$ cat config.mk
export PLATFORM = sky130hd
export DESIGN_NAME = fetch_unit
export DESIGN_NICKNAME = d
export VERILOG_FILES = /design/src/rtl/fetch_unit.sv
export SDC_FILE = /design/constraint.sdc
export NUM_CORES = 1
export LEC_CHECK = 0
export BUFFER_PORTS_ARGS = -buffer_cell sky130_fd_sc_hd__buf_2
export CAP_MARGIN = 40
export CORE_ASPECT_RATIO = 0.5
export CORE_MARGIN = 1
export CORE_UTILIZATION = 55
export DETAILED_ROUTE_END_ITERATION = 10
export PLACE_DENSITY = 0.87
export SLEW_MARGIN = 40
export SYNTH_ARGS = -nofsm -noshare
export SYNTH_HDL_FRONTEND = slang
export SYNTH_SLANG_ARGS = --single-unit
$ cat constraint.sdc
create_clock -name CLK -period 2.85 [get_ports CLK]
set_clock_uncertainty 0.15 [all_clocks]
set_input_delay 0.285 -clock CLK [delete_from_list [all_inputs] [get_ports CLK]]
set_output_delay 0.285 -clock CLK [all_outputs]
set_load 0.005 [all_outputs]
$ cat src/rtl/fetch_unit.sv
// Instruction fetch stage: owns the PC, issues icache reads and buffers words in a prefetch queue.
// Optional FETCH_BYPASS_EN: an ihit into an empty queue is presented to decode in the same cycle.
`timescale 1ns/1ps
module fetch_unit #(
    parameter logic [31:0] PC_INIT = 32'h00000000,
    parameter int          DEPTH   = 2
) (
    input  logic        CLK,
    input  logic        nRST,
    output logic        imemREN,
    output logic [31:0] imemaddr,
    input  logic        ihit,
    input  logic [31:0] imemload,
    output logic        instr_valid,
    output logic [31:0] instr,
    output logic [31:0] instr_pc,
    input  logic        instr_ready,
    input  logic        redirect,
    input  logic [31:0] redirect_pc
);
    localparam int PW = $clog2(DEPTH);
    localparam int CW = PW + 1;
    localparam logic [CW-1:0] FULL_CNT = CW'(DEPTH);

    typedef enum logic [1:0] {IDLE, FETCH, FULL, HALTED} state_t;

    state_t        state_q, state_d;
    logic [31:0]   fetch_pc_q, fetch_pc_d;
    logic [CW-1:0] count_q, count_d;
    logic [PW-1:0] rd_ptr_q, rd_ptr_d;
    logic [PW-1:0] wr_ptr_q, wr_ptr_d;
    logic [31:0]   q_pc_q   [DEPTH];
    logic [31:0]   q_pc_d   [DEPTH];
    logic [31:0]   q_word_q [DEPTH];
    logic [31:0]   q_word_d [DEPTH];

    logic hit;
    logic bypass;
    logic push;
    logic pop;
    logic flush;

    always_comb begin
        flush    = redirect && (state_q != IDLE);
        hit      = (state_q == FETCH) && ihit && !redirect;
        imemREN  = (state_q == FETCH);
        imemaddr = fetch_pc_q;
`ifdef FETCH_BYPASS_EN
        bypass      = hit && (count_q == '0);
        instr_valid = ((count_q != '0) && !redirect) || bypass;
        instr       = bypass ? imemload   : q_word_q[rd_ptr_q];
        instr_pc    = bypass ? fetch_pc_q : q_pc_q[rd_ptr_q];
`else
        bypass      = 1'b0;
        instr_valid = (count_q != '0) && !redirect;
        instr       = q_word_q[rd_ptr_q];
        instr_pc    = q_pc_q[rd_ptr_q];
`endif
        // A bypassed word taken by decode never enters the queue.
        pop  = instr_valid && instr_ready && !bypass;
        push = hit && !(bypass && instr_ready);
    end

    always_comb begin
        state_d    = state_q;
        fetch_pc_d = fetch_pc_q;
        count_d    = count_q;
        rd_ptr_d   = rd_ptr_q;
        wr_ptr_d   = wr_ptr_q;
        q_pc_d     = q_pc_q;
        q_word_d   = q_word_q;
        if (flush) begin
            state_d    = FETCH;
            fetch_pc_d = redirect_pc;
            count_d    = '0;
            rd_ptr_d   = '0;
            wr_ptr_d   = '0;
        end else begin
            if (push) begin
                q_pc_d[wr_ptr_q]   = fetch_pc_q;
                q_word_d[wr_ptr_q] = imemload;
                wr_ptr_d           = wr_ptr_q + 1'b1;
            end
            if (pop) begin
                rd_ptr_d = rd_ptr_q + 1'b1;
            end
            count_d = count_q + CW'(push) - CW'(pop);
            if (hit) begin
                fetch_pc_d = fetch_pc_q + 32'd4;
            end
            case (state_q)
                IDLE:   state_d = FETCH;
                FETCH: begin
                    if (hit && (imemload[31:26] == 6'b111111)) begin
                        state_d = HALTED;
                    end else if (count_d == FULL_CNT) begin
                        state_d = FULL;
                    end
                end
                FULL: begin
                    if (count_d < FULL_CNT) begin
                        state_d = FETCH;
                    end
                end
                HALTED: state_d = HALTED;
                default: state_d = IDLE;
            endcase
        end
    end

    always_ff @(posedge CLK or negedge nRST) begin
        if (!nRST) begin
            state_q    <= IDLE;
            fetch_pc_q <= PC_INIT;
            count_q    <= '0;
            rd_ptr_q   <= '0;
            wr_ptr_q   <= '0;
            q_pc_q     <= '{default: '0};
            q_word_q   <= '{default: '0};
        end else begin
            state_q    <= state_d;
            fetch_pc_q <= fetch_pc_d;
            count_q    <= count_d;
            rd_ptr_q   <= rd_ptr_d;
            wr_ptr_q   <= wr_ptr_d;
            q_pc_q     <= q_pc_d;
            q_word_q   <= q_word_d;
        end
    end
endmodule
==> results of run 1 <==
==> worst max-delay path by stage <==
stage,cells after the start,start,endpoint,slack [ns]
4_1_cts,13,redirect,state_q[1],0.31
3_3_place_gp,11,state_q[1],state_q[1],0.52
2_1_floorplan,13,state_q[1],state_q[1],0.42
6_report,13,redirect,state_q[1],0.30
5_1_grt,13,redirect,state_q[1],0.15
3_5_place_dp,11,state_q[1],state_q[1],0.41
==> registers in the layout, summed over array words and instances, names as in the netlist <==
register  flops
q_pc_q       64
q_word_q     64
imemaddr     32
count_q       2
state_q       2
rd_ptr_q      1
wr_ptr_q      1
==> power breakdown <==
| part | switching (uW) | internal (uW) | total [uW] | leakage (uW) |
|---|---|---|---|---|
| registers | 663 | 3340 | 4000 | 0.00199 |
| logic | 1110 | 1710 | 2820 | 0.00222 |
| clock network | 1000 | 1340 | 2350 | 0.000293 |
| total | 2780 | 6390 | 9170 | 0.00450 |
==> per-stage QoR <==
step                      setup WS (ns)  total power, uW  area, um2
final                            0.2999             9170       9967
after global routing             0.1491             9670       9967
after CTS                        0.3089             9170       9965
after detailed placement         0.4056             6730       8811
after global placement           0.5156             6528       8811
after floorplan                  0.4238             5585       7747
==> tightest hold or removal path, stage by stage <==
cell,delay [ns]
sky130_fd_sc_hd__buf_2,0.08
sky130_fd_sc_hd__o21ai_0,0.08
sky130_fd_sc_hd__nor2_1,0.08
==> cells by family after synthesis <==
logic type	Yosys count	synth area share
compound gates	55	0.04667
fa+ha+maj	3	0.004845
simple gates	137	0.08915
xor+xnor	16	0.01809
buf+inv	40	0.02891
flops	166	0.5362
mux	190	0.2762
==> area by class of cell <==
class | count | area, um2 | share of cell area
clock buffer | 18 | 439.2 | 0.04406
multi-input combinational | 401 | 3392 | 0.3403
sequential | 166 | 4158 | 0.4171
tap | 192 | 240.2 | 0.02410
clock inverter | 14 | 163.9 | 0.01644
inverter | 7 | 28.78 | 0.002887
timing repair buffer | 235 | 1545 | 0.1550
==> what timing repair did <==
action                     in CTS  in global routing
setup endpoints to repair       0                  0
hold endpoints to repair      163                  0
setup buffers                   0                  0
hold buffers                   55                  0
==> routing by layer <==
metal  GRT usage  wire length, um
met1      0.3492             8125
met2      0.4817             9879
met3     0.05584             1068
met4      0.1016              440
met5           0                0
==> cell usage after synthesis, types with 5 or more instances <==
cell | count | share of area
sky130_fd_sc_hd__xnor2_1 | 7 | 0.0079
sky130_fd_sc_hd__buf_6 | 6 | 0.0087
sky130_fd_sc_hd__nor3_1 | 7 | 0.0045
sky130_fd_sc_hd__buf_4 | 5 | 0.0048
sky130_fd_sc_hd__xor2_1 | 9 | 0.010
sky130_fd_sc_hd__a22oi_1 | 6 | 0.0058
sky130_fd_sc_hd__dfrtp_1 | 166 | 0.54
sky130_fd_sc_hd__and2_1 | 6 | 0.0048
sky130_fd_sc_hd__buf_2 | 6 | 0.0039
sky130_fd_sc_hd__inv_1 | 6 | 0.0029
sky130_fd_sc_hd__nor2_1 | 28 | 0.014
sky130_fd_sc_hd__clkbuf_1 | 16 | 0.0078
sky130_fd_sc_hd__nand3_1 | 24 | 0.016
sky130_fd_sc_hd__mux2_2 | 190 | 0.28
sky130_fd_sc_hd__o21ai_0 | 18 | 0.012
sky130_fd_sc_hd__nand2_1 | 42 | 0.020
sky130_fd_sc_hd__nand4_1 | 14 | 0.011
==> report_table.html, run 1 <==
<table>
<tr><th>Metric</th><th>Value</th></tr>
<tr><th colspan="2">Yosys</th></tr>
<tr><td>Yosys warning total</td><td>0</td></tr>
<tr><td>Most used flip-flop cell after synthesis</td><td>sky130_fd_sc_hd__dfrtp_1</td></tr>
<tr><td>Gate count after technology mapping</td><td>607</td></tr>
<tr><td>Nets in the synthesized netlist</td><td>679</td></tr>
<tr><td>Number of different library cells in the post-synthesis netlist</td><td>41</td></tr>
<tr><td>Sequential cell area fraction in the yosys report</td><td>0.5362</td></tr>
<tr><td>Share of synthesized flip-flops with an asynchronous set or reset</td><td>1.000</td></tr>
<tr><td>Number of enable flip-flop cells after synthesis</td><td>0</td></tr>
<tr><td>Mean area per synthesized cell</td><td>12.76 um2</td></tr>
<tr><td>Area of the mapped netlist</td><td>7747 um2</td></tr>
<tr><td>Number of register bits inferred by synthesis</td><td>166</td></tr>
<tr><th colspan="2">Final layout</th></tr>
<tr><td>Count of filler cells inserted in the layout</td><td>912</td></tr>
<tr><td>Commonest non-fill, non-tap cells in the layout</td><td>sky130_fd_sc_hd__mux2_2, sky130_fd_sc_hd__dfrtp_1, sky130_fd_sc_hd__buf_2</td></tr>
<tr><td>Final nets</td><td>900</td></tr>
<tr><td>Fraction of layout cells with a size suffix above 1</td><td>0.4911</td></tr>
<tr><td>Antenna Diode Count</td><td>0</td></tr>
<tr><td>Final Core Density</td><td>0.7295</td></tr>
<tr><td>Most frequent standard cell in the layout excluding fill and tap cells</td><td>sky130_fd_sc_hd__mux2_2</td></tr>
<tr><td>Number of standard cells in the final layout excluding fillers</td><td>1033</td></tr>
<tr><td>Synth-to-layout area growth</td><td>28.65%</td></tr>
<tr><th colspan="2">Setup path</th></tr>
<tr><td>CP delay by family, top</td><td>buffers and inverters</td></tr>
<tr><td>Master of the slowest instance on the critical path</td><td>sky130_fd_sc_hd__dlygate4sd3_1</td></tr>
<tr><td>R2R depth</td><td>11</td></tr>
<tr><td>Arrival time reported for the critical path endpoint</td><td>2.70 ns</td></tr>
<tr><td>Req. time, crit path</td><td>3.00 ns</td></tr>
<tr><td>Peak per-stage delay on the critical path</td><td>0.54 ns</td></tr>
<tr><td>Worst reg2reg setup slack</td><td>0.39 ns</td></tr>
<tr><td>Series of cell instances along the critical path</td><td>dlygate4sd3_1 &gt; buf_2 &gt; inv_1 &gt; and3_1 &gt; inv_4 &gt; ha_1 &gt; inv_1 &gt; ha_1 &gt; xnor2_1 &gt; xor2_1 &gt; nor2_1 &gt; nor2_1 &gt; nor3_1</td></tr>
<tr><td>Sort of element at the end of the critical path</td><td>register</td></tr>
<tr><td>Endpoint of the most critical register-to-register path</td><td>state_q[1]</td></tr>
<tr><td>Number of buffers and inverters on the critical path</td><td>5</td></tr>
<tr><td>R2R Path Start</td><td>state_q[1]</td></tr>
<tr><td>Critical path peak fanout</td><td>18</td></tr>
<tr><td>Critical Path Start Type</td><td>input pin</td></tr>
<tr><td>Start-to-end type of the worst setup path</td><td>in -&gt; reg</td></tr>
<tr><th colspan="2">Floorplan</th></tr>
<tr><td>Die W</td><td>169.8 um</td></tr>
<tr><td>Chip Height</td><td>85.93 um</td></tr>
<tr><td>Core outline area</td><td>13660 um2</td></tr>
<tr><td>Die Footprint</td><td>14590 um2</td></tr>
<tr><td>Number of ports placed on the die boundary</td><td>167</td></tr>
<tr><td>Initial standard-cell utilization of the core</td><td>0.5670</td></tr>
<tr><td>Number of rows in the core area</td><td>30</td></tr>
<tr><th colspan="2">Place</th></tr>
<tr><td>Half-perimeter wire length after placement</td><td>12.04 mm</td></tr>
<tr><td>Gp weighted congestion</td><td>0.9170</td></tr>
<tr><td>Cell count after placement</td><td>946</td></tr>
<tr><td>Count of buffers inserted at the top-level ports</td><td>166</td></tr>
<tr><th colspan="2">Route</th></tr>
<tr><td>Total number of vias</td><td>5894</td></tr>
<tr><td>Average vias per placed instance</td><td>5.706</td></tr>
<tr><td>Drt initial violations</td><td>548</td></tr>
<tr><td>Antenna viol nets, final</td><td>0</td></tr>
<tr><td>Wire length per cell after detailed routing</td><td>18.89 um</td></tr>
<tr><td>Sum of routed wire length over all layers</td><td>19.51 mm</td></tr>
<tr><td>DRC viols</td><td>0</td></tr>
<tr><td>DRT Pass-1 Iters</td><td>4</td></tr>
<tr><th colspan="2">Power</th></tr>
<tr><td>Pwr dens</td><td>920.0 nW/um2</td></tr>
<tr><td>P_leak</td><td>0.004503 uW</td></tr>
<tr><td>Peak supply drop</td><td>0.0004204 V</td></tr>
<tr><th colspan="2">Global routing</th></tr>
<tr><td>Combined global-route utilization of all metal layers</td><td>0.2780</td></tr>
<tr><td>Number of global-route vias before repair</td><td>6144</td></tr>
<tr><td>Maximum number of pins on one net before global-route repair</td><td>84</td></tr>
<tr><td>Global route total overflow</td><td>0</td></tr>
<tr><td>First-pass GRT wire length</td><td>31.51 mm</td></tr>
<tr><td>Number of antenna violations at the first check in global routing</td><td>0</td></tr>
<tr><th colspan="2">CTS</th></tr>
<tr><td>Clock Sinks</td><td>166</td></tr>
<tr><td>CTS Root Buffer Type</td><td>sky130_fd_sc_hd__clkbuf_16</td></tr>
<tr><td>Max clock buf depth</td><td>2</td></tr>
<tr><td>Total CTS buffers</td><td>17</td></tr>
<tr><td>Clk_lat worst skew</td><td>0.42 ns</td></tr>
<tr><td>Max H-tree Level</td><td>4</td></tr>
<tr><td>Count of cells resized by post-cts repair</td><td>0</td></tr>
<tr><td>Clock slew at the register clock pins of the worst setup and hold paths</td><td>0.07 ns</td></tr>
<tr><td>CTS tree</td><td>built</td></tr>
<tr><th colspan="2">Timing</th></tr>
<tr><td>Upper clock frequency limit</td><td>392.1 MHz</td></tr>
<tr><td>Post-Route Hold Slack</td><td>0.001921 ns</td></tr>
<tr><td>Setup repair after global routing missed its margin</td><td>false</td></tr>
<tr><td>Post-route clock period utilization</td><td>0.8948</td></tr>
<tr><td>Rel. slew slack</td><td>0.4379</td></tr>
<tr><td>Min Clock Period, post-route</td><td>2.550 ns</td></tr>
<tr><td>Setup violation total in the final timing report</td><td>0</td></tr>
<tr><td>Final Hold Vio Count</td><td>0</td></tr>
<tr><td>Actual slew at the worst max-slew pin</td><td>0.8354 ns</td></tr>
<tr><td>Total Negative Setup Slacks</td><td>0 ns</td></tr>
<tr><td>Max Slew Vio Count</td><td>0</td></tr>
<tr><th colspan="2">Min path</th></tr>
<tr><td>Worst Hold Path EP</td><td>imemaddr[16]</td></tr>
<tr><td>Class of the worst hold path</td><td>in -&gt; reg</td></tr>
<tr><td>Hold path start</td><td>redirect_pc[16]</td></tr>
<tr><td>Hold Crit Depth</td><td>3</td></tr>
<tr><th colspan="2">Outcome</th></tr>
<tr><td>Run status</td><td>completed</td></tr>
<tr><th colspan="2">Flow run</th></tr>
<tr><td>Maximum capacitance violations</td><td>0</td></tr>
</table>
No activity file was read; power rests on OpenSTA's default activity.
==> run 2, diff against run 1 <==
- CELL_PAD_IN_SITES_DETAIL_PLACEMENT: unset -> 1
- CELL_PAD_IN_SITES_GLOBAL_PLACEMENT: unset -> 2
- CORE_UTILIZATION: 55 -> 36
- PLACE_DENSITY: 0.87 -> 0.86
- SKIP_LAST_GASP: unset -> 1
==> report_table.html, run 2 (same netlist as run 1, synthesis figures left out) <==
<table>
<tr><th>Metric</th><th>Value</th></tr>
<tr><th colspan="2">Final layout</th></tr>
<tr><td>Synth-to-layout area growth</td><td>30.88%</td></tr>
<tr><td>Commonest non-fill, non-tap cells in the layout</td><td>sky130_fd_sc_hd__mux2_2, sky130_fd_sc_hd__dfrtp_1, sky130_fd_sc_hd__buf_2</td></tr>
<tr><td>Final nets</td><td>905 (+0.56%)</td></tr>
<tr><td>Most frequent standard cell in the layout excluding fill and tap cells</td><td>sky130_fd_sc_hd__mux2_2</td></tr>
<tr><td>Total non-filler cell area in the finished layout</td><td>10140 um2 (+1.7%)</td></tr>
<tr><td>Fraction of layout cells with a size suffix above 1</td><td>0.4870 (-0.004084)</td></tr>
<tr><td>Antenna Diode Count</td><td>0 (unchanged)</td></tr>
<tr><td>Final Core Density</td><td>0.4867 (-0.2428)</td></tr>
<tr><th colspan="2">Timing</th></tr>
<tr><td>Actual slew at the worst max-slew pin</td><td>0.7604 ns (-0.07501 ns)</td></tr>
<tr><td>Rel. slew slack</td><td>0.4919 (+0.05394)</td></tr>
<tr><td>Final Hold Vio Count</td><td>0 (unchanged)</td></tr>
<tr><td>Setup violation total in the final timing report</td><td>0 (unchanged)</td></tr>
<tr><td>Post-route clock period utilization</td><td>0.8899 (-0.004890)</td></tr>
<tr><td>Total Negative Setup Slacks</td><td>0 ns (unchanged)</td></tr>
<tr><td>Upper clock frequency limit</td><td>394.3 MHz (+0.55%)</td></tr>
<tr><td>Min Clock Period, post-route</td><td>2.536 ns (-0.01394 ns)</td></tr>
<tr><td>Setup repair after global routing missed its margin</td><td>false</td></tr>
<tr><td>Max Slew Vio Count</td><td>0 (unchanged)</td></tr>
<tr><th colspan="2">Global routing</th></tr>
<tr><td>First-pass GRT wire length</td><td>34.86 mm (+11%)</td></tr>
<tr><td>Combined global-route utilization of all metal layers</td><td>0.2035 (-0.07447)</td></tr>
<tr><td>Number of antenna violations at the first check in global routing</td><td>0 (unchanged)</td></tr>
<tr><td>Global route total overflow</td><td>0 (unchanged)</td></tr>
<tr><td>Maximum number of pins on one net before global-route repair</td><td>67 (-20%)</td></tr>
<tr><td>Number of global-route vias before repair</td><td>6455 (+5.1%)</td></tr>
<tr><th colspan="2">CTS</th></tr>
<tr><td>Max H-tree Level</td><td>4 (unchanged)</td></tr>
<tr><td>Clock slew at the register clock pins of the worst setup and hold paths</td><td>0.06 ns (about the same)</td></tr>
<tr><td>Clk_lat worst skew</td><td>0.44 ns (+0.02 ns)</td></tr>
<tr><td>Clock Sinks</td><td>166 (unchanged)</td></tr>
<tr><td>CTS tree</td><td>built</td></tr>
<tr><td>Post-CTS repair timing setup buffer count</td><td>0 (unchanged)</td></tr>
<tr><td>CTS Root Buffer Type</td><td>sky130_fd_sc_hd__clkbuf_16</td></tr>
<tr><td>Total CTS buffers</td><td>17 (unchanged)</td></tr>
<tr><td>Max clock buf depth</td><td>2 (unchanged)</td></tr>
<tr><th colspan="2">Route</th></tr>
<tr><td>Sum of routed wire length over all layers</td><td>21.11 mm (+8.2%)</td></tr>
<tr><td>Total number of vias</td><td>5716 (-3.0%)</td></tr>
<tr><td>DRC viols</td><td>0 (unchanged)</td></tr>
<tr><td>Antenna viol nets, final</td><td>0 (unchanged)</td></tr>
<tr><td>DRT Pass-1 Iters</td><td>5 (+1)</td></tr>
<tr><td>Wire length per cell after detailed routing</td><td>18.86 um (-0.15%)</td></tr>
<tr><td>Average vias per placed instance</td><td>5.108 (-10%)</td></tr>
<tr><td>Drt initial violations</td><td>196 (-64%)</td></tr>
<tr><th colspan="2">Setup path</th></tr>
<tr><td>Critical Path Start Type</td><td>register</td></tr>
<tr><td>Start-to-end type of the worst setup path</td><td>reg -&gt; out</td></tr>
<tr><td>Arrival time reported for the critical path endpoint</td><td>2.10 ns (-0.60 ns)</td></tr>
<tr><td>Sort of element at the end of the critical path</td><td>output pin</td></tr>
<tr><td>Critical path peak fanout</td><td>35 (+17)</td></tr>
<tr><td>Req. time, crit path</td><td>2.41 ns (-0.59 ns)</td></tr>
<tr><th colspan="2">Floorplan</th></tr>
<tr><td>Core outline area</td><td>20830 um2 (+52%)</td></tr>
<tr><td>Initial standard-cell utilization of the core</td><td>0.3719 (-0.1951)</td></tr>
<tr><td>Die W</td><td>209.5 um (+23%)</td></tr>
<tr><td>Number of ports placed on the die boundary</td><td>167 (unchanged)</td></tr>
<tr><td>Chip Height</td><td>105.7 um (+23%)</td></tr>
<tr><td>Number of rows in the core area</td><td>37 (+23%)</td></tr>
<tr><td>Die Footprint</td><td>22150 um2 (+52%)</td></tr>
<tr><th colspan="2">Power</th></tr>
<tr><td>Net switching component of the power</td><td>2735 uW (-1.5%)</td></tr>
<tr><td>Sw Share</td><td>0.2970 (-0.005814)</td></tr>
<tr><td>Cell internal power dissipation</td><td>6474 uW (+1.3%)</td></tr>
<tr><td>Combinational share of power</td><td>0.304 (-0.004)</td></tr>
<tr><td>P_leak</td><td>0.004535 uW (+0.71%)</td></tr>
<tr><td>Pwr dens</td><td>908.2 nW/um2 (-1.3%)</td></tr>
<tr><td>Clock network power share</td><td>0.261 (+0.005)</td></tr>
<tr><td>Peak supply drop</td><td>0.0004161 V (-1.0%)</td></tr>
<tr><td>Sequential group share of total power</td><td>0.435 (about the same)</td></tr>
<tr><td>Total power consumption of the routed design</td><td>9209 uW (+0.42%)</td></tr>
<tr><th colspan="2">Place</th></tr>
<tr><td>Count of buffers inserted at the top-level ports</td><td>166 (unchanged)</td></tr>
<tr><td>Instance area at placement</td><td>8914 um2 (+1.2%)</td></tr>
<tr><td>Half-perimeter wire length after placement</td><td>13.25 mm (+10%)</td></tr>
<tr><td>Gp weighted congestion</td><td>0.7540 (-18%)</td></tr>
<tr><th colspan="2">Flow run</th></tr>
<tr><td>Maximum capacitance violations</td><td>0 (unchanged)</td></tr>
<tr><th colspan="2">Outcome</th></tr>
<tr><td>Run status</td><td>completed</td></tr>
<tr><th colspan="2">Min path</th></tr>
<tr><td>Class of the worst hold path</td><td>in -&gt; reg</td></tr>
</table>
run 2: stage by stage:
step	setup WS [ns]	cells	hold slack (ns)
6_report	0.3138	1119	0.05372
5_1_grt	0.1942	1119	0.05040
4_1_cts	0.2697	1119	0.03046
3_5_place_dp	0.4756	1025	0.1827
3_3_place_gp	0.5919	1025	0.1656
2_1_floorplan	0.4238	607	-0.1606
run 2: final cells by class:
type,instances,area [um2]
sequential,166,4158
inverter,7,28.78
clock buffer,19,452.9
fill,2207,10690
tap,273,341.6
clock inverter,13,152.6
multi-input combinational,401,3396
timing repair buffer,240,1610
run 2: power groups by stage:
stage	Clock, uW	Combinational, uW	Sequential (uW)
after CTS	2470	2840	4000
after detailed placement	0	2740	4030
after global routing	2560	3070	4150
final	2400	2800	4010
after global placement	0	2640	3940
after floorplan	0	1820	3770
run 2: metal layers:
metal  global-route usage  vias to the layer above  part of all wire
li1                     -                     2645                 -
met1               0.2528                     2958              0.45
met2               0.3567                       87              0.51
met3              0.03665                       26             0.024
met4              0.07195                        0             0.016
met5                    0                        -                 0
run 2: path summary, 6_finish.rpt:
kind	startpoint	endpoint	slack [ns]	depth (start not counted)
max	rd_ptr_q	instr_pc[9]	0.31	3
min	redirect_pc[31]	imemaddr[31]	0.05	4
max reg2reg	state_q[0]	state_q[1]	0.43	11
min reg2reg	q_pc_q[8]	q_pc_q[8]	0.34	2
max in group asynchronous	nRST	imemaddr[17]	1.51	3
min in group asynchronous	nRST	q_word_q[21]	0.28	2
run 2: worst max-delay path, cell delays in order, from the launching register on:
cell and delay, ns:
sky130_fd_sc_hd__dfrtp_4 0.83, sky130_fd_sc_hd__buf_12 0.31, sky130_fd_sc_hd__mux2_2 0.38, sky130_fd_sc_hd__buf_2 0.13
run 2: what timing repair did:
item                                   4_1_cts  5_1_grt
hold buffers                                62        0
gates resized for setup                      0        0
endpoints found under the hold margin      155        0
==> run 3, diff against run 2 <==
- RECOVER_POWER: unset -> 50
==> report_table.html, run 3 (same netlist as run 1, synthesis figures left out) <==
<table>
<tr><th>Metric</th><th>Value</th></tr>
<tr><th colspan="2">Outcome</th></tr>
<tr><td>Run status</td><td>finished, violations left</td></tr>
<tr><td>Violated checks</td><td>max-capacitance violations, max-slew violations</td></tr>
<tr><th colspan="2">Timing</th></tr>
<tr><td>Setup repair after global routing missed its margin</td><td>false</td></tr>
<tr><td>Max Slew Vio Count</td><td>64 (+64)</td></tr>
<tr><td>Final Hold Vio Count</td><td>0 (unchanged)</td></tr>
<tr><td>Setup violation total in the final timing report</td><td>0 (unchanged)</td></tr>
<tr><td>Min Clock Period, post-route</td><td>2.589 ns (+0.05313 ns)</td></tr>
<tr><td>Total Negative Setup Slacks</td><td>0 ns (unchanged)</td></tr>
<tr><td>Upper clock frequency limit</td><td>386.2 MHz (-2.1%)</td></tr>
<tr><td>Post-route clock period utilization</td><td>0.9085 (+0.01864)</td></tr>
<tr><td>Smallest setup slack after layout</td><td>0.2607 ns (-0.05313 ns)</td></tr>
<tr><td>Rel. slew slack</td><td>-0.1629 (-0.6547)</td></tr>
<tr><td>Actual slew at the worst max-slew pin</td><td>1.744 ns (+0.9839 ns)</td></tr>
<tr><th colspan="2">Route</th></tr>
<tr><td>Total number of vias</td><td>5732 (+0.28%)</td></tr>
<tr><td>DRC viols</td><td>0 (unchanged)</td></tr>
<tr><td>Drt initial violations</td><td>194 (-1.0%)</td></tr>
<tr><td>Average vias per placed instance</td><td>5.122 (+0.28%)</td></tr>
<tr><td>Wire length per cell after detailed routing</td><td>18.90 um (+0.18%)</td></tr>
<tr><td>Sum of routed wire length over all layers</td><td>21.14 mm (+0.18%)</td></tr>
<tr><td>DRT Pass-1 Iters</td><td>4 (-1)</td></tr>
<tr><td>Antenna viol nets, final</td><td>0 (unchanged)</td></tr>
<tr><th colspan="2">Flow run</th></tr>
<tr><td>Maximum capacitance violations</td><td>1 (+1)</td></tr>
<tr><th colspan="2">Power</th></tr>
<tr><td>Pwr dens</td><td>911.9 nW/um2 (+0.41%)</td></tr>
<tr><td>P_leak</td><td>0.004464 uW (-1.6%)</td></tr>
<tr><td>Peak supply drop</td><td>0.0004168 V (+0.19%)</td></tr>
<tr><th colspan="2">Setup path</th></tr>
<tr><td>Critical Path Start Type</td><td>input pin</td></tr>
<tr><td>Peak per-stage delay on the critical path</td><td>0.57 ns (-0.26 ns)</td></tr>
<tr><td>Series of cell instances along the critical path</td><td>dlygate4sd3_1 &gt; buf_2 &gt; inv_1 &gt; and3_1 &gt; clkbuf_1 &gt; nand2_4 &gt; buf_6 &gt; mux2_2</td></tr>
<tr><td>Start-to-end type of the worst setup path</td><td>in -&gt; reg</td></tr>
<tr><td>Arrival time reported for the critical path endpoint</td><td>2.76 ns (+0.66 ns)</td></tr>
<tr><td>Master of the slowest instance on the critical path</td><td>sky130_fd_sc_hd__buf_6</td></tr>
<tr><td>Req. time, crit path</td><td>3.02 ns (+0.61 ns)</td></tr>
<tr><td>Sort of element at the end of the critical path</td><td>register</td></tr>
<tr><td>Critical path peak fanout</td><td>66 (+89%)</td></tr>
<tr><th colspan="2">Global routing</th></tr>
<tr><td>Global-route track usage on met1</td><td>0.2528 (unchanged)</td></tr>
<tr><td>First-pass GRT wire length</td><td>34.86 mm (unchanged)</td></tr>
<tr><td>Met3 track utilization from global routing</td><td>0.03665 (unchanged)</td></tr>
<tr><td>Maximum number of pins on one net before global-route repair</td><td>67 (unchanged)</td></tr>
<tr><td>Number of antenna violations at the first check in global routing</td><td>0 (unchanged)</td></tr>
<tr><td>Global route total overflow</td><td>0 (unchanged)</td></tr>
<tr><td>Grt met2 use</td><td>0.3567 (unchanged)</td></tr>
<tr><td>Number of global-route vias before repair</td><td>6455 (unchanged)</td></tr>
<tr><td>Combined global-route utilization of all metal layers</td><td>0.2035 (unchanged)</td></tr>
<tr><td>Busiest grt layer</td><td>met2</td></tr>
<tr><th colspan="2">Floorplan</th></tr>
<tr><td>Initial standard-cell utilization of the core</td><td>0.3719 (unchanged)</td></tr>
<tr><td>Die W</td><td>209.5 um (unchanged)</td></tr>
<tr><td>Number of rows in the core area</td><td>37 (unchanged)</td></tr>
<tr><td>Number of ports placed on the die boundary</td><td>167 (unchanged)</td></tr>
<tr><td>Die Footprint</td><td>22150 um2 (unchanged)</td></tr>
<tr><td>Chip Height</td><td>105.7 um (unchanged)</td></tr>
<tr><td>Core outline area</td><td>20830 um2 (unchanged)</td></tr>
<tr><th colspan="2">Place</th></tr>
<tr><td>Instance area at placement</td><td>8914 um2 (unchanged)</td></tr>
<tr><td>Setup WS pre-CTS</td><td>0.4756 ns (unchanged)</td></tr>
<tr><td>Count of buffers inserted at the top-level ports</td><td>166 (unchanged)</td></tr>
<tr><td>Half-perimeter wire length after placement</td><td>13.25 mm (unchanged)</td></tr>
<tr><td>Gp weighted congestion</td><td>0.7540 (unchanged)</td></tr>
<tr><th colspan="2">Final layout</th></tr>
<tr><td>Total non-filler cell area in the finished layout</td><td>10080 um2 (-0.59%)</td></tr>
<tr><td>Commonest non-fill, non-tap cells in the layout</td><td>sky130_fd_sc_hd__mux2_2, sky130_fd_sc_hd__dfrtp_1, sky130_fd_sc_hd__buf_2</td></tr>
<tr><td>Antenna Diode Count</td><td>0 (unchanged)</td></tr>
<tr><td>Count of filler cells inserted in the layout</td><td>2213 (+0.27%)</td></tr>
<tr><td>Final nets</td><td>905 (unchanged)</td></tr>
<tr><td>Synth-to-layout area growth</td><td>30.10%</td></tr>
<tr><td>Fraction of layout cells with a size suffix above 1</td><td>0.4657 (-0.02128)</td></tr>
<tr><td>Most frequent standard cell in the layout excluding fill and tap cells</td><td>sky130_fd_sc_hd__mux2_2</td></tr>
<tr><th colspan="2">CTS</th></tr>
<tr><td>Clk_lat worst skew</td><td>0.44 ns (about the same)</td></tr>
<tr><td>Clock Sinks</td><td>166 (unchanged)</td></tr>
<tr><td>Max H-tree Level</td><td>4 (unchanged)</td></tr>
<tr><td>Post-CTS repair timing setup buffer count</td><td>0 (unchanged)</td></tr>
<tr><td>Total CTS buffers</td><td>17 (unchanged)</td></tr>
<tr><td>CTS tree</td><td>built</td></tr>
<tr><td>CTS Root Buffer Type</td><td>sky130_fd_sc_hd__clkbuf_16</td></tr>
<tr><td>Count of cells resized by post-cts repair</td><td>0 (unchanged)</td></tr>
<tr><td>Max clock buf depth</td><td>2 (unchanged)</td></tr>
<tr><td>Clock slew at the register clock pins of the worst setup and hold paths</td><td>0.06 ns (about the same)</td></tr>
<tr><th colspan="2">Min path</th></tr>
<tr><td>Class of the worst hold path</td><td>in -&gt; reg</td></tr>
</table>
run 3: per-stage QoR:
step / util / hold slack [ns] / total power [uW] / std cells
after floorplan: - / -0.1606 / 5585 / 607
after global placement: 0.4279 / 0.1656 / 6582 / 1025
after detailed placement: 0.4279 / 0.1827 / 6779 / 1025
after CTS: 0.4867 / 0.03046 / 9304 / 1119
after global routing: 0.4838 / 0.05040 / 9758 / 1119
final: 0.4838 / 0.05391 / 9192 / 1119
run 3: path summary, 6_finish.rpt:
check / from / cells past startpoint / slack [ns] / to
hold reg to reg: q_pc_q[8] / 2 / 0.34 / q_pc_q[8]
setup / recovery: redirect / 8 / 0.26 / q_word_q[6]
setup reg to reg: state_q[0] / 6 / 0.28 / q_word_q[6]
max in group asynchronous: nRST / 2 / 0.55 / rd_ptr_q
hold / removal: redirect_pc[31] / 4 / 0.05 / imemaddr[31]
min in group asynchronous: nRST / 2 / 0.72 / q_word_q[21]
run 3: what timing repair did:
item                                   in CTS  in global routing
hold buffers                               62                  0
endpoints found under the hold margin     155                  0
setup endpoints to repair                   0                  0
run 3: report_power, final:
part / internal, uW / switching [uW]
clock network: 1420 / 989
logic: 1690 / 1080
registers: 3340 / 668
run 3: worst max-delay path: cells and delay by family:
family / cells / cell delay [ns]
buffers and inverters: 5 / 1.68
multiplexers: 1 / 0.41
AND/OR/NAND/NOR: 2 / 0.34
run 3: final cells by class:
cell class | count | area [um2] | area share
inverters | 7 | 28.78 | 0.002855
clock buffers | 19 | 452.9 | 0.04494
repair buffers | 240 | 1563 | 0.1550
clock inverters | 13 | 152.6 | 0.01514
multi-input cells | 401 | 3383 | 0.3356
well taps | 273 | 341.6 | 0.03389
flip-flops and latches | 166 | 4158 | 0.4125
run 3: metal layers:
layer | wire (um) | vias up
met3 | 548 | 26
met2 | 10760 | 96
met5 | 0 | -
li1 | - | 2641
met4 | 340 | 0
met1 | 9499 | 2969
